### src/rtl/controle_jogo_pkg.sv
// controle_jogo_pkg: phase encodings, output widths and default timing for the breakout flow controller.
package controle_jogo_pkg;
  typedef enum logic [2:0] {
    IDLE  = 3'd0,
    SERVE = 3'd1,
    PLAY  = 3'd2,
    PAUSE = 3'd3,
    LOST  = 3'd4,
    CLEAR = 3'd5,
    OVER  = 3'd6
  } fase_e;
  localparam int LIVES_W  = 6;
  localparam int BLOCKS_W = 8;
  localparam int LEVEL_W  = 4;
  localparam int DEF_TICK_DIV     = 833333;
  localparam int DEF_SERVE_TICKS  = 120;
  localparam int DEF_FREEZE_TICKS = 90;
  localparam int DEF_N_BLOCKS     = 40;
  localparam int DEF_LIVES        = 3;
  localparam logic [LEVEL_W-1:0] MAX_LEVEL = 4'd15;
endpackage

### src/rtl/controle_jogo_tick_gen.sv
// controle_jogo_tick_gen: one-cycle tick every TICK_DIV clocks, frozen while hold is high.
module controle_jogo_tick_gen import controle_jogo_pkg::*; #(
  parameter int TICK_DIV = DEF_TICK_DIV
) (
  input  logic clock,
  input  logic reset,
  input  logic hold,
  output logic tick
);
  localparam int W = $clog2(TICK_DIV);
  logic [W-1:0] cnt_q, cnt_d;
  always_comb begin
    tick  = !hold && cnt_q == W'(TICK_DIV - 1);
    cnt_d = hold ? cnt_q : tick ? '0 : cnt_q + 1'b1;
  end
  always_ff @(posedge clock) begin
    if (!reset) cnt_q <= '0;
    else cnt_q <= cnt_d;
  end
endmodule

### src/rtl/controle_jogo.sv
// controle_jogo: breakout game-flow FSM driving scoreboard, ball engine and block counters.
// Define PAUSE_EN to enable the PAUSE state and the btn_pause input.
module controle_jogo import controle_jogo_pkg::*; #(
  parameter int TICK_DIV     = DEF_TICK_DIV,
  parameter int SERVE_TICKS  = DEF_SERVE_TICKS,
  parameter int FREEZE_TICKS = DEF_FREEZE_TICKS,
  parameter int N_BLOCKS     = DEF_N_BLOCKS,
  parameter int LIVES        = DEF_LIVES
) (
  input  logic                clock,
  input  logic                reset,
  input  logic                btn_start,
  input  logic                btn_pause,
  input  logic                ball_lost,
  input  logic                block_hit,
  input  logic                block_floor,
  output logic                start,
  output logic                hit_pulse,
  output logic                lost_pulse,
  output logic                floor_pulse,
  output logic                ball_reset,
  output logic                ball_run,
  output logic [LIVES_W-1:0]  lives_left,
  output logic [BLOCKS_W-1:0] blocks_left,
  output logic [LEVEL_W-1:0]  level,
  output logic [2:0]          fase
);
`ifdef PAUSE_EN
  localparam bit PAUSE_ON = 1'b1;
`else
  localparam bit PAUSE_ON = 1'b0;
`endif
  localparam int CD_MAX = SERVE_TICKS > FREEZE_TICKS ? SERVE_TICKS : FREEZE_TICKS;
  localparam int CD_W = $clog2(CD_MAX + 2);
  localparam logic [CD_W-1:0]     CD_SERVE  = CD_W'(SERVE_TICKS);
  localparam logic [CD_W-1:0]     CD_FREEZE = CD_W'(FREEZE_TICKS);
  localparam logic [LIVES_W-1:0]  L0 = LIVES_W'(LIVES);
  localparam logic [BLOCKS_W-1:0] B0 = BLOCKS_W'(N_BLOCKS);
  fase_e st_q, st_d;
  logic [CD_W-1:0] cd_q, cd_d, cd_dec;
  logic [LIVES_W-1:0] lives_q, lives_d;
  logic [BLOCKS_W-1:0] blocks_q, blocks_d;
  logic [LEVEL_W-1:0] level_q, level_d;
  logic hit_q, hit_d, lost_q, lost_d, floor_q, floor_d;
  logic [4:0] in_q, in_now, edg;
  logic start_e, pause_e, lost_e, hit_e, floor_e, tick, hold, cd_done;
  controle_jogo_tick_gen #(.TICK_DIV(TICK_DIV)) u_tick (
    .clock (clock),
    .reset (reset),
    .hold  (hold),
    .tick  (tick)
  );
  always_comb begin
    in_now  = {btn_start, btn_pause, ball_lost, block_hit, block_floor};
    edg     = in_now & ~in_q;
    start_e = edg[4];
    pause_e = PAUSE_ON & edg[3];
    lost_e  = edg[2];
    hit_e   = edg[1];
    floor_e = edg[0];
    hold    = PAUSE_ON && st_q == PAUSE;
    cd_dec  = (tick && cd_q != '0) ? cd_q - 1'b1 : cd_q;
    cd_done = cd_q == '0 || (tick && cd_q == CD_W'(1));
  end
  always_comb begin
    st_d     = st_q;
    cd_d     = cd_q;
    lives_d  = lives_q;
    blocks_d = blocks_q;
    level_d  = level_q;
    hit_d    = 1'b0;
    lost_d   = 1'b0;
    floor_d  = 1'b0;
    case (st_q)
      IDLE: if (start_e) begin
        st_d     = SERVE;
        lives_d  = L0;
        blocks_d = B0;
        level_d  = LEVEL_W'(1);
        cd_d     = CD_SERVE;
      end
      SERVE: begin
        cd_d = cd_dec;
        if (cd_done || start_e) st_d = PLAY;
      end
      PLAY: if (floor_e) begin
        floor_d = 1'b1;
        st_d    = OVER;
      end else begin
        if (hit_e && blocks_q != '0) begin
          blocks_d = blocks_q - 1'b1;
          hit_d    = 1'b1;
        end
        if (lost_e && lives_q != '0) begin
          lives_d = lives_q - 1'b1;
          lost_d  = 1'b1;
        end
        // a loss outranks a simultaneous clear
        if (lost_d) begin
          st_d = lives_d == '0 ? OVER : LOST;
          cd_d = CD_FREEZE;
        end else if (blocks_d == '0) begin
          st_d = CLEAR;
          cd_d = CD_FREEZE;
        end else if (pause_e) st_d = PAUSE;
      end
      PAUSE: if (pause_e) st_d = PLAY;
      LOST: begin
        cd_d = cd_dec;
        if (cd_done) begin
          st_d = SERVE;
          cd_d = CD_SERVE;
        end
      end
      CLEAR: begin
        cd_d = cd_dec;
        if (cd_done) begin
          st_d     = SERVE;
          cd_d     = CD_SERVE;
          blocks_d = B0;
          level_d  = level_q == MAX_LEVEL ? level_q : level_q + 1'b1;
        end
      end
      OVER: if (start_e) st_d = IDLE;
      default: st_d = IDLE;
    endcase
  end
  always_ff @(posedge clock) begin
    in_q <= in_now;
    if (!reset) begin
      st_q     <= IDLE;
      cd_q     <= '0;
      lives_q  <= L0;
      blocks_q <= B0;
      level_q  <= LEVEL_W'(1);
      hit_q    <= 1'b0;
      lost_q   <= 1'b0;
      floor_q  <= 1'b0;
    end else begin
      st_q     <= st_d;
      cd_q     <= cd_d;
      lives_q  <= lives_d;
      blocks_q <= blocks_d;
      level_q  <= level_d;
      hit_q    <= hit_d;
      lost_q   <= lost_d;
      floor_q  <= floor_d;
    end
  end
  always_comb begin
    start       = st_q == SERVE || st_q == PLAY || st_q == PAUSE;
    ball_run    = st_q == PLAY;
    ball_reset  = st_q == IDLE || st_q == SERVE || st_q == LOST || st_q == CLEAR;
    hit_pulse   = hit_q;
    lost_pulse  = lost_q;
    floor_pulse = floor_q;
    lives_left  = lives_q;
    blocks_left = blocks_q;
    level       = level_q;
    fase        = st_q;
  end
endmodule

### config.mk
export PLATFORM = sky130hd
export DESIGN_NAME = controle_jogo
export DESIGN_NICKNAME = d
export VERILOG_FILES = /design/src/rtl/controle_jogo_pkg.sv /design/src/rtl/controle_jogo_tick_gen.sv /design/src/rtl/controle_jogo.sv
export SDC_FILE = /design/constraint.sdc
export NUM_CORES = 1
export LEC_CHECK = 0
export ABC_AREA = 1
export BUFFER_PORTS_ARGS = -buffer_cell sky130_fd_sc_hd__buf_2
export CELL_PAD_IN_SITES_DETAIL_PLACEMENT = 1
export CELL_PAD_IN_SITES_GLOBAL_PLACEMENT = 1
export CORE_MARGIN = 5
export CORE_UTILIZATION = 25
export DETAILED_ROUTE_END_ITERATION = 12
export PLACE_DENSITY_LB_ADDON = 0.1
export SYNTH_ARGS = -nofsm -noshare
export SYNTH_HDL_FRONTEND = slang
export SYNTH_SLANG_ARGS = --single-unit
### constraint.sdc
create_clock -name clock -period 3 [get_ports clock]
set_clock_uncertainty 0.05 [all_clocks]
set_input_delay 0.6 -clock clock [delete_from_list [all_inputs] [get_ports clock]]
set_output_delay 0.6 -clock clock [all_outputs]
set_load 0.02 [all_outputs]
# ---- After elaboration in Yosys (flattened, before gate mapping)
# Index checks and enable logic that the tools add are counted.
dict set report totals {
  reg_bits 56
  in_bits 7
  word_cells 107
}
dict set report op_classes {
  addsub 5
  n_eq_ne 18
  mux 38
  bitwise 5
  reduce_logical 31
}
# op n
set ops {}
lappend ops {{8-bit 2-to-1 mux} 6}
lappend ops {{7-bit 2-to-1 mux} 6}
lappend ops {{6-bit 2-to-1 mux} 5}
lappend ops {{7-bit one-hot mux with 4 select lines} 1}
lappend ops {{8-bit one-hot mux with 3 select lines} 1}
lappend ops {{3-bit 2-to-1 mux} 7}
lappend ops {{20-bit by 1-bit adder with 20-bit output, second input constant} 1}
lappend ops {{20-bit equality test, second input constant} 1}
lappend ops {{3-bit one-hot mux with 6 select lines} 1}
lappend ops {{4-bit 2-to-1 mux} 3}
lappend ops {{2-bit inequality test, second input constant} 6}
lappend ops {{6-bit one-hot mux with 2 select lines} 1}
lappend ops {{4-bit AND reduction} 3}
lappend ops {{3-bit equality test, second input constant} 3}
lappend ops {{8-bit zero test} 1}
lappend ops {{4-bit one-hot mux with 2 select lines} 1}
lappend ops {{8-bit nonzero test} 1}
lappend ops {{8-bit by 1-bit subtractor with 8-bit output, second input constant} 1}
lappend ops {{7-bit by 1-bit equality test with 1-bit output, second input constant} 1}
lappend ops {{7-bit zero test} 1}
lappend ops {{1-bit logical OR} 7}
lappend ops {{7-bit nonzero test} 1}
lappend ops {{7-bit by 1-bit subtractor with 7-bit output, second input constant} 1}
lappend ops {{3-bit by 2-bit equality test with 1-bit output, second input constant} 2}
lappend ops {{other kinds (24)} 35}

# ---- Depth between registers and ports, before layout
# Gate-level depths: netlist (run 1).
dict set report logic_depth {
  depth_word 11
  depth_mapped 17
  ltp_nobuf 17
}

# ---- Hierarchy
# From an unflattened synthesis (run 1), not the netlist that was laid out.
dict set report unflattened {
  hier_cells 539
  area_unflattened_um2 3535.9
}
# mod n_inst cells_per_inst area_per_inst_um2 seq_area_each_um2
set by_module_without_submodules {}
lappend by_module_without_submodules {controle_jogo 1 360 2272.2 700.7}
lappend by_module_without_submodules {controle_jogo_tick_gen 1 179 1263.7 400.4}

# ---- Worst setup path after synthesis (run 1)
# OpenSTA, ideal clock, no wires.
dict set report synth_timing {
  kind {reg-to-reg}
  from {reg blocks_q[0] (netlist: blocks_left[0])}
  to {reg cd_q[5]}
  setup_time_ns 0.113
  arrival_time_ns 1.837
  t_required_ns 2.837
  setup_slack_ns 1.000
  path_stages_with_launch 15
  synth_period_minus_slack_ns 2.000
  cell_sequence {dfxtp_1 inv_1 ha_1 nand3_1 nor2_2 nor2_4 nand2_1 o21ai_1 nand2_1 nor2_1 nand2_2 nand2_2 nand2_4 nor2_1 nor2_1}
}
dict set report synth_between {
  elab_chain_cells 8
  elab_cells_between_ends 9
}
# element line_no
set synth_lines {}
lappend synth_lines {{from (decl)} controle_jogo.sv:42} ;# logic [BLOCKS_W-1:0] blocks_q, blocks_d;
lappend synth_lines {{from (signal assigned)} controle_jogo.sv:143} ;# blocks_q <= blocks_d;
lappend synth_lines {{branches (longest 2 deep; another with 8-bit by 1-bit subtractor with 8-bit output)} n/a}
lappend synth_lines {{8-bit 2-to-1 mux *} controle_jogo.sv:90} ;# if (hit_e && blocks_q != '0) begin
lappend synth_lines {{8-bit 2-to-1 mux *} controle_jogo.sv:86} ;# PLAY: if (floor_e) begin
lappend synth_lines {{8-bit 2-to-1 mux *} controle_jogo.sv:74} ;# case (st_q)
lappend synth_lines {{8-bit zero test *} controle_jogo.sv:102} ;# end else if (blocks_d == '0) begin
lappend synth_lines {{3-bit by 1-bit inequality test with 1-bit output (no line) *} n/a}
lappend synth_lines {{4-bit AND reduction (no line) *} n/a}
lappend synth_lines {{to (signal assigned)} controle_jogo.sv:132} ;# cd_q <= '0;
lappend synth_lines {{to (signal assigned)} controle_jogo.sv:141} ;# cd_q <= cd_d;
lappend synth_lines {{to (decl)} controle_jogo.sv:40} ;# logic [CD_W-1:0] cd_q, cd_d, cd_dec;
# Mark *: on every way between the ends. The select of a mux whose other input is x is not followed.
# A chain may end at the register's enable or synchronous reset.

# ---- Worst setup path in the final report (run 1)
dict set report layout_timing {
  from {reg cd_q[0]}
  to {reg cd_q[5]}
}
dict set report layout_between {
  elab_chain_cells 5
  elab_cells_between_ends 10
}
# element line_no
set layout_lines {}
lappend layout_lines {{branches (longest 4 deep; another with 7-bit by 1-bit subtractor with 7-bit output)} n/a}
lappend layout_lines {{7-bit one-hot mux with 4 select lines *} controle_jogo.sv:74}
# Mark *: on every way between the ends.

==> impl_summary.log, run 1 <==
INFO  metric grt_pass1_vias = 3382
INFO  metric cp_num_cells = 10
INFO  metric antenna_violation_net_count_after_detailed_routing = 0
INFO  metric die_y = 123.9 um
INFO  metric mostFrequentLayoutCells = sky130_fd_sc_hd__nand2_1 (138), sky130_fd_sc_hd__inv_1 (69), sky130_fd_sc_hd__nor2_1 (57), sky130_fd_sc_hd__dfxtp_1 (55), sky130_fd_sc_hd__nand3_1 (41)
INFO  metric fp.dieW = 123.9 um
INFO  metric drt-pass1-iter-count = 4
INFO  metric routedWlPerCell = 13.45 um
INFO  metric cap_viol_max_count = 0
INFO  metric rows = 41
INFO  metric critPathMostFrequentCell = sky130_fd_sc_hd__o21ai_0
INFO  metric crit_slowest_cell = sky130_fd_sc_hd__nand4_1
INFO  metric antenna_cells_inserted = 0
INFO  metric cell_chosen_for_the_clock_root = sky130_fd_sc_hd__clkbuf_16
INFO  metric worst_reg2reg_path_depth = 10
INFO  metric totalNegativeSetupSlack = 0 ns
INFO  metric path_class = flop to flop
INFO  metric syn_to_final_growth = 15.50%
INFO  metric rsz_0062_raised_after_global_routing = no
INFO  metric leakage_power_total = 1.640 nW
INFO  metric port_buffers = 32
INFO  metric worst_path_largest_cell_delay = 0.46 ns
INFO  metric grt_max_degree = 20
INFO  metric timing.final.crit_share = 75.24%
INFO  metric max_clock_freq = 443.0 MHz
INFO  metric worst_setup_hold_path_clk_slew = 0.08 ns
INFO  metric cts_hold_buffers = 0
INFO  metric post_cts_resize_count = 0
INFO  metric finish.net_count = 554
INFO  metric global_route_wire_length_before_repair = 16240 um
INFO  metric synth_cell_type_count = 33
INFO  metric cts_made_buffers = 5
INFO  metric crit_path_end_kind = flop
INFO  metric placedInstanceArea = 3607 sq um
INFO  metric critPathMaxFanout = 13
INFO  metric critical_path_arrival = 2.40 ns
INFO  metric worst_slew_pin_slew = 0.7163 ns
INFO  metric worstHoldPathType = input pin to flop
INFO  metric library_cell_with_the_largest_summed_area_after_synthesis = sky130_fd_sc_hd__dfxtp_1
INFO  metric worst_hold_slack = 0.3614 ns
INFO  metric total_power = 2.570 mW
INFO  metric yosys.area.top_type_share = 33.92%
INFO  metric postCtsSetupBuffers = 0
INFO  metric power_density = 685.6 nW/um^2
INFO  metric clkLatencyLatePin = 0.30 ns
INFO  metric stdcell_area = 3749 sq um
INFO  metric initialDrtViolationCount = 96
INFO  metric dp_hpwl = 7557 um
INFO  metric crit_buf_inv = 1
INFO  metric layout-drive-gt1-share = 13.01%
INFO  metric post-place-ws = 0.6786 ns
INFO  metric max-slew-margin-rel = 52.13%
INFO  metric avgSynthCellArea = 6.465 sq um
INFO  metric initial_utilization = 25.61%
INFO  metric outcome = finished, final reports clean
INFO  metric postSynthNetCount = 519
INFO  metric synth-seq-cells = 55
INFO  metric period_minus_slack = 2.257 ns
INFO  metric drt_drc_violations_left = 0
INFO  metric critPathLaunchType = flop
INFO  metric layout.cells.most_common = sky130_fd_sc_hd__nand2_1
INFO  metric drt-vias-per-instance = 4.466
INFO  metric final-hold-violation-count = 0
INFO  metric synth_area_leaders = sky130_fd_sc_hd__dfxtp_1 (34%), sky130_fd_sc_hd__nand2_1 (16%), sky130_fd_sc_hd__inv_1 (8.0%)
INFO  metric routabilityCongestion = 0.7684
INFO  metric htreeDepth = 2
INFO  metric routed_wire_length = 9551 um
INFO  metric placeableCoreArea = 12670 sq um
INFO  metric ioPinCount = 34
INFO  metric setup_viol_count_final = 0
INFO  metric kind_of_cell_with_the_highest_combined_delay_on_the_critical_path = simple AND/OR/NAND/NOR gates
INFO  metric clk_path_buf_depth = 2
INFO  metric min_path_cells = 1
INFO  metric ys.warnings.count = 0
INFO  metric cts_num_sinks = 55
INFO  metric synth.cell_area = 3246 sq um
INFO  metric post-route-worst-setup-slack = 0.7427 ns
INFO  metric power.ir.vdd_worst = 0.2462 mV
INFO  metric groute.usage.overall = 13.48%
INFO  metric cp.required = 3.15 ns
INFO  metric antenna_violations_before_repair = 0
INFO  metric cts_tree = yes
INFO  metric design.die.area = 15360 sq um
INFO  metric timing.critical_path.cells = inv_1, ha_1, nand3_1, nand4_1, o21ai_0, o21ai_0, nand2_1, o21ai_0, nor2_1, nor2_1
INFO  metric grt.overflow.total = 0
INFO  metric synthCells = 502
INFO  metric synth.yosys.seq_area_share = 33.92%
INFO  metric report.final.slew_viol_count = 0
INFO  metric detailroute.via_count = 3171
final timing paths:
kind,startpoint,to,slack (ns)
min,block_hit,in_q[1],0.36
max reg2reg,cd_q[0],cd_q[5],0.74
max,cd_q[0],cd_q[5],0.74
min reg2reg,u_tick.cnt_q[0],u_tick.cnt_q[0],0.41
report_power, final:
part	total (mW)	leakage, nW	internal, mW	switching, mW
clock	0.590	0.0669	0.309	0.281
sequential	0.880	0.447	0.800	0.0793
combinational	1.10	1.13	0.337	0.763
state kept, by name, indices dropped and copies added, names as in the netlist:
| name | count |
|---|---|
| u_tick.cnt_q | 20 |
| lives_left | 6 |
| blocks_left | 8 |
| in_q | 4 |
| floor_pulse | 1 |
| fase | 3 |
| lost_pulse | 1 |
| hit_pulse | 1 |
| level | 4 |
| cd_q | 7 |
layer usage:
metal	routed length, um	track usage (%)	part of all wire [%]
met5	0	0	0
met1	4348	15.52	46
met2	4831	24.97	51
met3	288	3.179	3.0
met4	82	3.354	0.86
cell type report:
class / count / area (sq um)
fillers: 1655 / 8922
multi-input cells: 369 / 1846
flip-flops and latches: 55 / 1101
inverters: 72 / 270.3
well taps: 172 / 215.2
repair buffers: 34 / 175.2
clock buffers: 6 / 128.9
clock inverters: 2 / 12.51
cells in the mapped netlist, drive strengths merged:
cell type  instances
a21oi             28
a31oi              1
buf                3
clkbuf             3
dfxtp             55
ha                10
inv               72
nand2            146
nand3             42
nand4             12
nor2              69
nor3              13
nor3b              2
nor4               1
o211ai             1
o21a               2
o21ai             17
o21bai             1
o221ai             1
o22ai              4
or2                5
xnor2              4
xor2              10
kinds of logic (layout without fill, tap and decap cells):
family | Yosys count | in the layout | share of synthesized area, %
buf+inv | 78 | 114 | 9.214
xor+xnor | 14 | 14 | 4.009
compound gates | 55 | 55 | 9.098
simple gates | 290 | 290 | 39.90
flops | 55 | 55 | 33.92
fa+ha+maj | 10 | 10 | 3.855
stage by stage:
| step | util, % | instances |
|---|---|---|
| floorplan | - | 502 |
| global placement | 28.47 | 702 |
| detailed placement | 28.47 | 702 |
| CTS | 29.58 | 710 |
| global route | 29.58 | 710 |
| finish | 29.58 | 710 |
No activity file was read; power rests on OpenSTA's default activity.
==> run 2: changes to the inputs <==
clock period = 2.25 ns   (was 3 ns; I/O delays follow)
==> impl_summary.log, run 2 (synthesis gave the netlist of run 1 again) <==
INFO  metric finish.net_count = 564 (was 554)
INFO  metric p_sw = 1.544 mW (was 1.124 mW)
INFO  metric combinationalPowerShare = 43.8% (was 42.8%)
INFO  metric regMostFlops = u_tick.cnt_q (unchanged)
INFO  metric total_power = 3.508 mW (was 2.570 mW)
INFO  metric internal-power = 1.964 mW (was 1.446 mW)
INFO  metric antenna_violations_before_repair = 0 (unchanged)
INFO  metric worstHoldPathType = input pin to flop (unchanged)
INFO  metric stdcell_area = 3850 sq um (was 3749 sq um)
INFO  metric grt_pass1_vias = 3218 (was 3382)
INFO  metric cts_num_sinks = 55 (unchanged)
INFO  metric pwr-share-clk = 23.0% (about the same)
INFO  metric cp.required = 2.37 ns (was 3.15 ns)
INFO  metric grt.overflow.total = 0 (unchanged)
INFO  metric timing.final.crit_share = 89.98% (was 75.24%)
INFO  metric global_route_wire_length_before_repair = 15900 um (was 16240 um)
INFO  metric placedInstanceArea = 3682 sq um (was 3607 sq um)
INFO  metric power_density = 911.1 nW/um^2 (was 685.6 nW/um^2)
INFO  metric port_buffers = 32 (unchanged)
INFO  metric placeableCoreArea = 12670 sq um (unchanged)
INFO  metric rsz_0062_raised_after_global_routing = no (unchanged)
INFO  metric drt_drc_violations_left = 0 (unchanged)
INFO  metric antenna_cells_inserted = 0 (unchanged)
INFO  metric grt_max_degree = 20 (unchanged)
INFO  metric die_y = 123.9 um (unchanged)
INFO  metric power.ir.vdd_worst = 0.3458 mV (was 0.2462 mV)
INFO  metric layout.cells.most_common = sky130_fd_sc_hd__nand2_1 (unchanged)
INFO  metric initial_utilization = 25.61% (unchanged)
INFO  metric design.die.area = 15360 sq um (unchanged)
INFO  metric worst_slew_pin_slew = 0.5887 ns (was 0.7163 ns)
INFO  metric critPathLaunchType = flop (unchanged)
INFO  metric critical_path_arrival = 2.14 ns (was 2.40 ns)
INFO  metric drt-vias-per-instance = 4.439 (was 4.466)
INFO  metric detailroute.via_count = 3192 (was 3171)
INFO  metric routed_wire_length = 9520 um (was 9551 um)
INFO  metric sequential_cell_area = 1102 sq um (was 1101 sq um)
INFO  metric largest_register_ff_count = 20 (unchanged)
INFO  metric reg_power_share = 33.2% (was 34.2%)
INFO  metric max_clock_freq = 493.9 MHz (was 443.0 MHz)
INFO  metric setup_viol_count_final = 0 (unchanged)
INFO  metric num-fill-cells = 1682 (was 1655)
INFO  metric worst_setup_hold_path_clk_slew = 0.08 ns (about the same)
INFO  metric outcome = finished, final reports clean (unchanged)
INFO  metric leakage_power_total = 1.698 nW (was 1.640 nW)
INFO  metric routedWlPerCell = 13.24 um (was 13.45 um)
INFO  metric groute.usage.overall = 13.19% (was 13.48%)
INFO  metric crit_path_end_kind = flop (unchanged)
INFO  metric cts_made_buffers = 5 (unchanged)
INFO  metric routabilityCongestion = 0.7428 (was 0.7684)
INFO  metric rows = 41 (unchanged)
INFO  metric max-slew-margin-rel = 60.71% (was 52.13%)
INFO  metric cts_hold_buffers = 0 (unchanged)
INFO  metric ff2ff_setup_slack = 0.23 ns (was 0.74 ns)
INFO  metric multi_input_comb_area = 1873 sq um (was 1846 sq um)
INFO  metric fp.dieW = 123.9 um (unchanged)
INFO  metric cts_tree = yes (unchanged)
INFO  metric syn_to_final_growth = 18.62% (was 15.50%)
INFO  metric period_minus_slack = 2.025 ns (was 2.257 ns)
INFO  metric dp_hpwl = 7528 um (was 7557 um)
INFO  metric totalNegativeSetupSlack = 0 ns (unchanged)
INFO  metric cell_chosen_for_the_clock_root = sky130_fd_sc_hd__clkbuf_16 (unchanged)
INFO  metric cap_viol_max_count = 0 (unchanged)
INFO  metric clk_path_buf_depth = 2 (unchanged)
INFO  metric antenna_violation_net_count_after_detailed_routing = 0 (unchanged)
INFO  metric report.final.slew_viol_count = 0 (unchanged)
INFO  metric initialDrtViolationCount = 111 (was 96)
INFO  metric post-place-cells = 712 (was 702)
INFO  metric mostFrequentLayoutCells = sky130_fd_sc_hd__nand2_1 (138), sky130_fd_sc_hd__inv_1 (67), sky130_fd_sc_hd__nor2_1 (55), sky130_fd_sc_hd__dfxtp_1 (54), sky130_fd_sc_hd__nand3_1 (40) (was sky130_fd_sc_hd__nand2_1 (138), sky130_fd_sc_hd__inv_1 (69), sky130_fd_sc_hd__nor2_1 (57), sky130_fd_sc_hd__dfxtp_1 (55), sky130_fd_sc_hd__nand3_1 (41))
INFO  metric htreeDepth = 2 (unchanged)
INFO  metric ioPinCount = 34 (unchanged)
INFO  metric drt-pass1-iter-count = 4 (unchanged)
INFO  metric critPathMaxFanout = 6 (was 13)
INFO  metric power.share.switching = 44.01% (was 43.72%)
INFO  metric postCtsSetupBuffers = 0 (unchanged)
INFO  metric clkLatencyLatePin = 0.31 ns (was 0.30 ns)
INFO  metric final-hold-violation-count = 0 (unchanged)
INFO  metric layout.cells.non_filler = 719 (was 710)
INFO  metric layout-drive-gt1-share = 16.09% (was 13.01%)
INFO  metric path_class = flop to flop (unchanged)
==> run 2: power groups by stage <==
stage	clock (mW)	sequential (mW)	combinational, mW
final	0.806	1.16	1.54
after CTS	0.857	1.16	1.56
after floorplan	0	1.20	1.05
after detailed placement	0	1.18	1.55
after global placement	0	1.18	1.54
after global routing	0.889	1.18	1.76
==> run 2: final timing paths <==
kind | from | end | depth (start not counted)
max | u_tick.cnt_q[0] | blocks_left[0] | 11
max reg2reg | u_tick.cnt_q[0] | blocks_left[0] | 11
min | block_hit | in_q[1] | 1
min reg2reg | u_tick.cnt_q[0] | u_tick.cnt_q[0] | 1
==> run 2: layout make-up <==
| class | count | share of cell area (%) |
|---|---|---|
| Clock inverter | 2 | 0.3575 |
| Tap cell | 172 | 5.590 |
| Sequential cell | 55 | 28.63 |
| Multi-Input combinational cell | 369 | 48.65 |
| Clock buffer | 5 | 3.250 |
| Inverter | 72 | 7.020 |
| Timing Repair Buffer | 44 | 6.500 |
==> run 2: worst max-delay path, stage by stage, from the launching register on <==
cell and delay, ns:
sky130_fd_sc_hd__dfxtp_2 0.34, sky130_fd_sc_hd__inv_1 0.05, sky130_fd_sc_hd__ha_1 0.16, sky130_fd_sc_hd__nand4_1 0.12, sky130_fd_sc_hd__nor3_1 0.24, sky130_fd_sc_hd__nand3_1 0.16
sky130_fd_sc_hd__nand2_1 0.13, sky130_fd_sc_hd__nand2_1 0.07, sky130_fd_sc_hd__a21oi_1 0.23, sky130_fd_sc_hd__inv_1 0.18, sky130_fd_sc_hd__nand2_1 0.10, sky130_fd_sc_hd__a21oi_1 0.06
==> run 2: repair_timing <==
item                                   CTS  global route
resized for setup                        0            10
setup endpoints to repair                0            19
endpoints found under the hold margin    0             0
==> run 2: metrics by stage <==
step | setup WS, ns | hold WS, ns | util [%]
after floorplan | 0.2499 | 0.3797 | -
after global placement | 0.1501 | 0.3964 | 29.06
after detailed placement | 0.1044 | 0.4055 | 29.06
after CTS | 0.08545 | 0.1898 | 30.16
after global routing | 0.005519 | 0.1929 | 30.38
final | 0.2255 | 0.2022 | 30.38
==> run 2: metal layers <==
layer,wire length (um),global-route usage [%]
met1,4459,16.29
met2,4603,23.08
met3,347,2.997
met4,110,3.491
met5,0,0
==> run 3: changes to the inputs <==
clock period = 1.98 ns   (was 2.25 ns; I/O delays follow)
==> impl_summary.log, run 3 (synthesis gave the netlist of run 1 again) <==
INFO  metric report.final.slew_viol_count = 0 (unchanged)
INFO  metric worst_setup_hold_path_clk_slew = 0.08 ns (about the same)
INFO  metric die_y = 123.9 um (unchanged)
INFO  metric worst_slew_pin_slew = 0.5395 ns (was 0.5887 ns)
INFO  metric power.share.switching = 41.59% (was 44.01%)
INFO  metric period_minus_slack = 1.891 ns (was 2.025 ns)
INFO  metric timing.final.crit_share = 95.50% (was 89.98%)
INFO  metric power.ir.vdd_worst = 0.3978 mV (was 0.3458 mV)
INFO  metric grt.overflow.total = 0 (unchanged)
INFO  metric num-fill-cells = 1664 (was 1682)
INFO  metric global_route_wire_length_before_repair = 17110 um (was 15900 um)
INFO  metric antenna_violation_net_count_after_detailed_routing = 0 (unchanged)
INFO  metric max-slew-margin-rel = 64.04% (was 60.71%)
INFO  metric layout.cells.non_filler = 764 (was 719)
INFO  metric cts_num_sinks = 55 (unchanged)
INFO  metric design.die.area = 15360 sq um (unchanged)
INFO  metric crit_path_end_kind = flop (unchanged)
INFO  metric max_clock_freq = 528.8 MHz (was 493.9 MHz)
INFO  metric critPathLaunchType = flop (unchanged)
INFO  metric regMostFlops = u_tick.cnt_q (unchanged)
INFO  metric p_sw = 1.908 mW (was 1.544 mW)
INFO  metric cts_made_buffers = 5 (unchanged)
INFO  metric port_buffers = 32 (unchanged)
INFO  metric power_density = 1054 nW/um^2 (was 911.1 nW/um^2)
INFO  metric worstHoldPathType = input pin to flop (unchanged)
INFO  metric dp_hpwl = 8174 um (was 7528 um)
INFO  metric leakage_power_total = 1.948 nW (was 1.698 nW)
INFO  metric cts_hold_buffers = 0 (unchanged)
INFO  metric layout.cells.most_common = sky130_fd_sc_hd__nand2_1 (unchanged)
INFO  metric cts_tree = yes (unchanged)
INFO  metric antenna_violations_before_repair = 0 (unchanged)
INFO  metric combinationalPowerShare = 47.4% (was 43.8%)
INFO  metric initial_utilization = 25.61% (unchanged)
INFO  metric mostFrequentLayoutCells = sky130_fd_sc_hd__nand2_1 (130), sky130_fd_sc_hd__inv_1 (61), sky130_fd_sc_hd__buf_4 (55), sky130_fd_sc_hd__nor2_1 (50), sky130_fd_sc_hd__dfxtp_1 (50) (was sky130_fd_sc_hd__nand2_1 (138), sky130_fd_sc_hd__inv_1 (67), sky130_fd_sc_hd__nor2_1 (55), sky130_fd_sc_hd__dfxtp_1 (54), sky130_fd_sc_hd__nand3_1 (40))
INFO  metric layout-drive-gt1-share = 28.21% (was 16.09%)
INFO  metric placeableCoreArea = 12670 sq um (unchanged)
INFO  metric reg_power_share = 28.5% (was 33.2%)
INFO  metric initialDrtViolationCount = 120 (was 111)
INFO  metric grt_pass1_vias = 3523 (was 3218)
INFO  metric syn_to_final_growth = 34.12% (was 18.62%)
INFO  metric drt_drc_violations_left = 0 (unchanged)
INFO  metric critical_path_arrival = 2.08 ns (was 2.14 ns)
INFO  metric pwr-share-clk = 24.1% (was 23.0%)
INFO  metric ioPinCount = 34 (unchanged)
INFO  metric cp.required = 2.17 ns (was 2.37 ns)
INFO  metric detailroute.via_count = 3381 (was 3192)
INFO  metric cap_viol_max_count = 0 (unchanged)
INFO  metric outcome = finished, final reports clean (unchanged)
INFO  metric finish.net_count = 608 (was 564)
INFO  metric rsz_0062_raised_after_global_routing = yes (was no)
INFO  metric critPathMaxFanout = 8 (was 6)
INFO  metric htreeDepth = 2 (unchanged)
INFO  metric routed_wire_length = 10250 um (was 9520 um)
INFO  metric largest_register_ff_count = 20 (unchanged)
INFO  metric placedInstanceArea = 4006 sq um (was 3682 sq um)
INFO  metric clk_path_buf_depth = 2 (unchanged)
INFO  metric routabilityCongestion = 0.7638 (was 0.7428)
INFO  metric rows = 41 (unchanged)
INFO  metric antenna_cells_inserted = 0 (unchanged)
INFO  metric final-hold-violation-count = 0 (unchanged)
INFO  metric drt-pass1-iter-count = 4 (unchanged)
INFO  metric path_class = flop to flop (unchanged)
INFO  metric setup_viol_count_final = 0 (unchanged)
INFO  metric stdcell_area = 4353 sq um (was 3850 sq um)
INFO  metric clkLatencyLatePin = 0.31 ns (about the same)
INFO  metric fp.dieW = 123.9 um (unchanged)
INFO  metric post-place-cells = 755 (was 712)
INFO  metric totalNegativeSetupSlack = 0 ns (unchanged)
INFO  metric cell_chosen_for_the_clock_root = sky130_fd_sc_hd__clkbuf_16 (unchanged)
INFO  metric groute.usage.overall = 14.21% (was 13.19%)
INFO  metric internal-power = 2.679 mW (was 1.964 mW)
INFO  metric routedWlPerCell = 13.41 um (was 13.24 um)
INFO  metric drt-vias-per-instance = 4.425 (was 4.439)
INFO  metric grt_max_degree = 18 (was 20)
## run 3: cell types whose count changed in the layout (fill, tap and decap cells not counted), sizes merged
| cell | delta |
|---|---|
| buf | +44 |
| inv | +1 |
| clkinv | -2 |
| clkbuf | +1 |
| bufinv | +1 |
## run 3: repair_timing
| action | CTS | global route |
|---|---|---|
| pin swaps | 6 | 15 |
| setup buffers | 0 | 1 |
| cloned | 0 | 0 |
| gates resized for setup | 11 | 42 |
| setup endpoints to repair | 20 | 24 |
## run 3: path summary, 6_finish.rpt
kind              startpoint               to  slack, ns  cells past startpoint
min                ball_lost          in_q[2]       0.15                      1
max reg2reg   blocks_left[1]          cd_q[3]       0.09                     15
max           blocks_left[1]          cd_q[3]       0.09                     15
min reg2reg  u_tick.cnt_q[0]  u_tick.cnt_q[0]       0.39                      1
## run 3: final cells by class
| type | instances | area, sq um | area share [%] |
|---|---|---|---|
| multi-input combinational | 369 | 1998 | 45.90 |
| sequential | 55 | 1107 | 25.44 |
| timing repair buffer | 88 | 584.3 | 13.42 |
| inverter | 72 | 270.3 | 6.209 |
| tap | 172 | 215.2 | 4.944 |
| clock buffer | 6 | 138.9 | 3.191 |
| clock inverter | 2 | 38.79 | 0.8911 |
## run 3: layer usage
metal,share of wire [%],routed length (um),track usage [%]
met5,0,0,0
met4,0.87,89,3.901
met3,2.6,262,3.134
met2,50,5151,25.14
met1,46,4745,17.34
## run 3: worst max-delay path, stage by stage (launching register included)
cell and delay (ns):
sky130_fd_sc_hd__dfxtp_2 0.33, sky130_fd_sc_hd__inv_2 0.07, sky130_fd_sc_hd__ha_4 0.15, sky130_fd_sc_hd__inv_2 0.03, sky130_fd_sc_hd__nor2_1 0.10, sky130_fd_sc_hd__nand2_2 0.08, sky130_fd_sc_hd__nand2_4 0.13, sky130_fd_sc_hd__xor2_2 0.14
sky130_fd_sc_hd__nand2_1 0.08, sky130_fd_sc_hd__nor2_2 0.14, sky130_fd_sc_hd__nand2_2 0.10, sky130_fd_sc_hd__nand2_4 0.11, sky130_fd_sc_hd__nand2_8 0.08, sky130_fd_sc_hd__nand2_2 0.09, sky130_fd_sc_hd__nand2_1 0.04, sky130_fd_sc_hd__nor2_1 0.10
## run 3: power groups by stage
stage          registers, mW  clock network (mW)  logic (mW)
2_1_floorplan           1.36                   0        1.19
5_1_grt                 1.32                1.20        2.45
3_5_place_dp            1.33                   0        2.05
3_3_place_gp            1.33                   0        2.02
4_1_cts                 1.31                1.15        2.11
6_report                1.31                1.10        2.18
## run 3: stage by stage
step	power, mW	setup WS [ns]	util, %	hold slack (ns)
5_1_grt	4.965	-0.08231	34.35	0.1348
3_5_place_dp	3.378	-0.07571	31.62	0.4190
4_1_cts	4.567	-0.02357	33.37	0.1322
3_3_place_gp	3.346	-0.02003	31.62	0.3953
6_report	4.588	0.08905	34.35	0.1474
2_1_floorplan	2.551	0.07526	-	0.3737
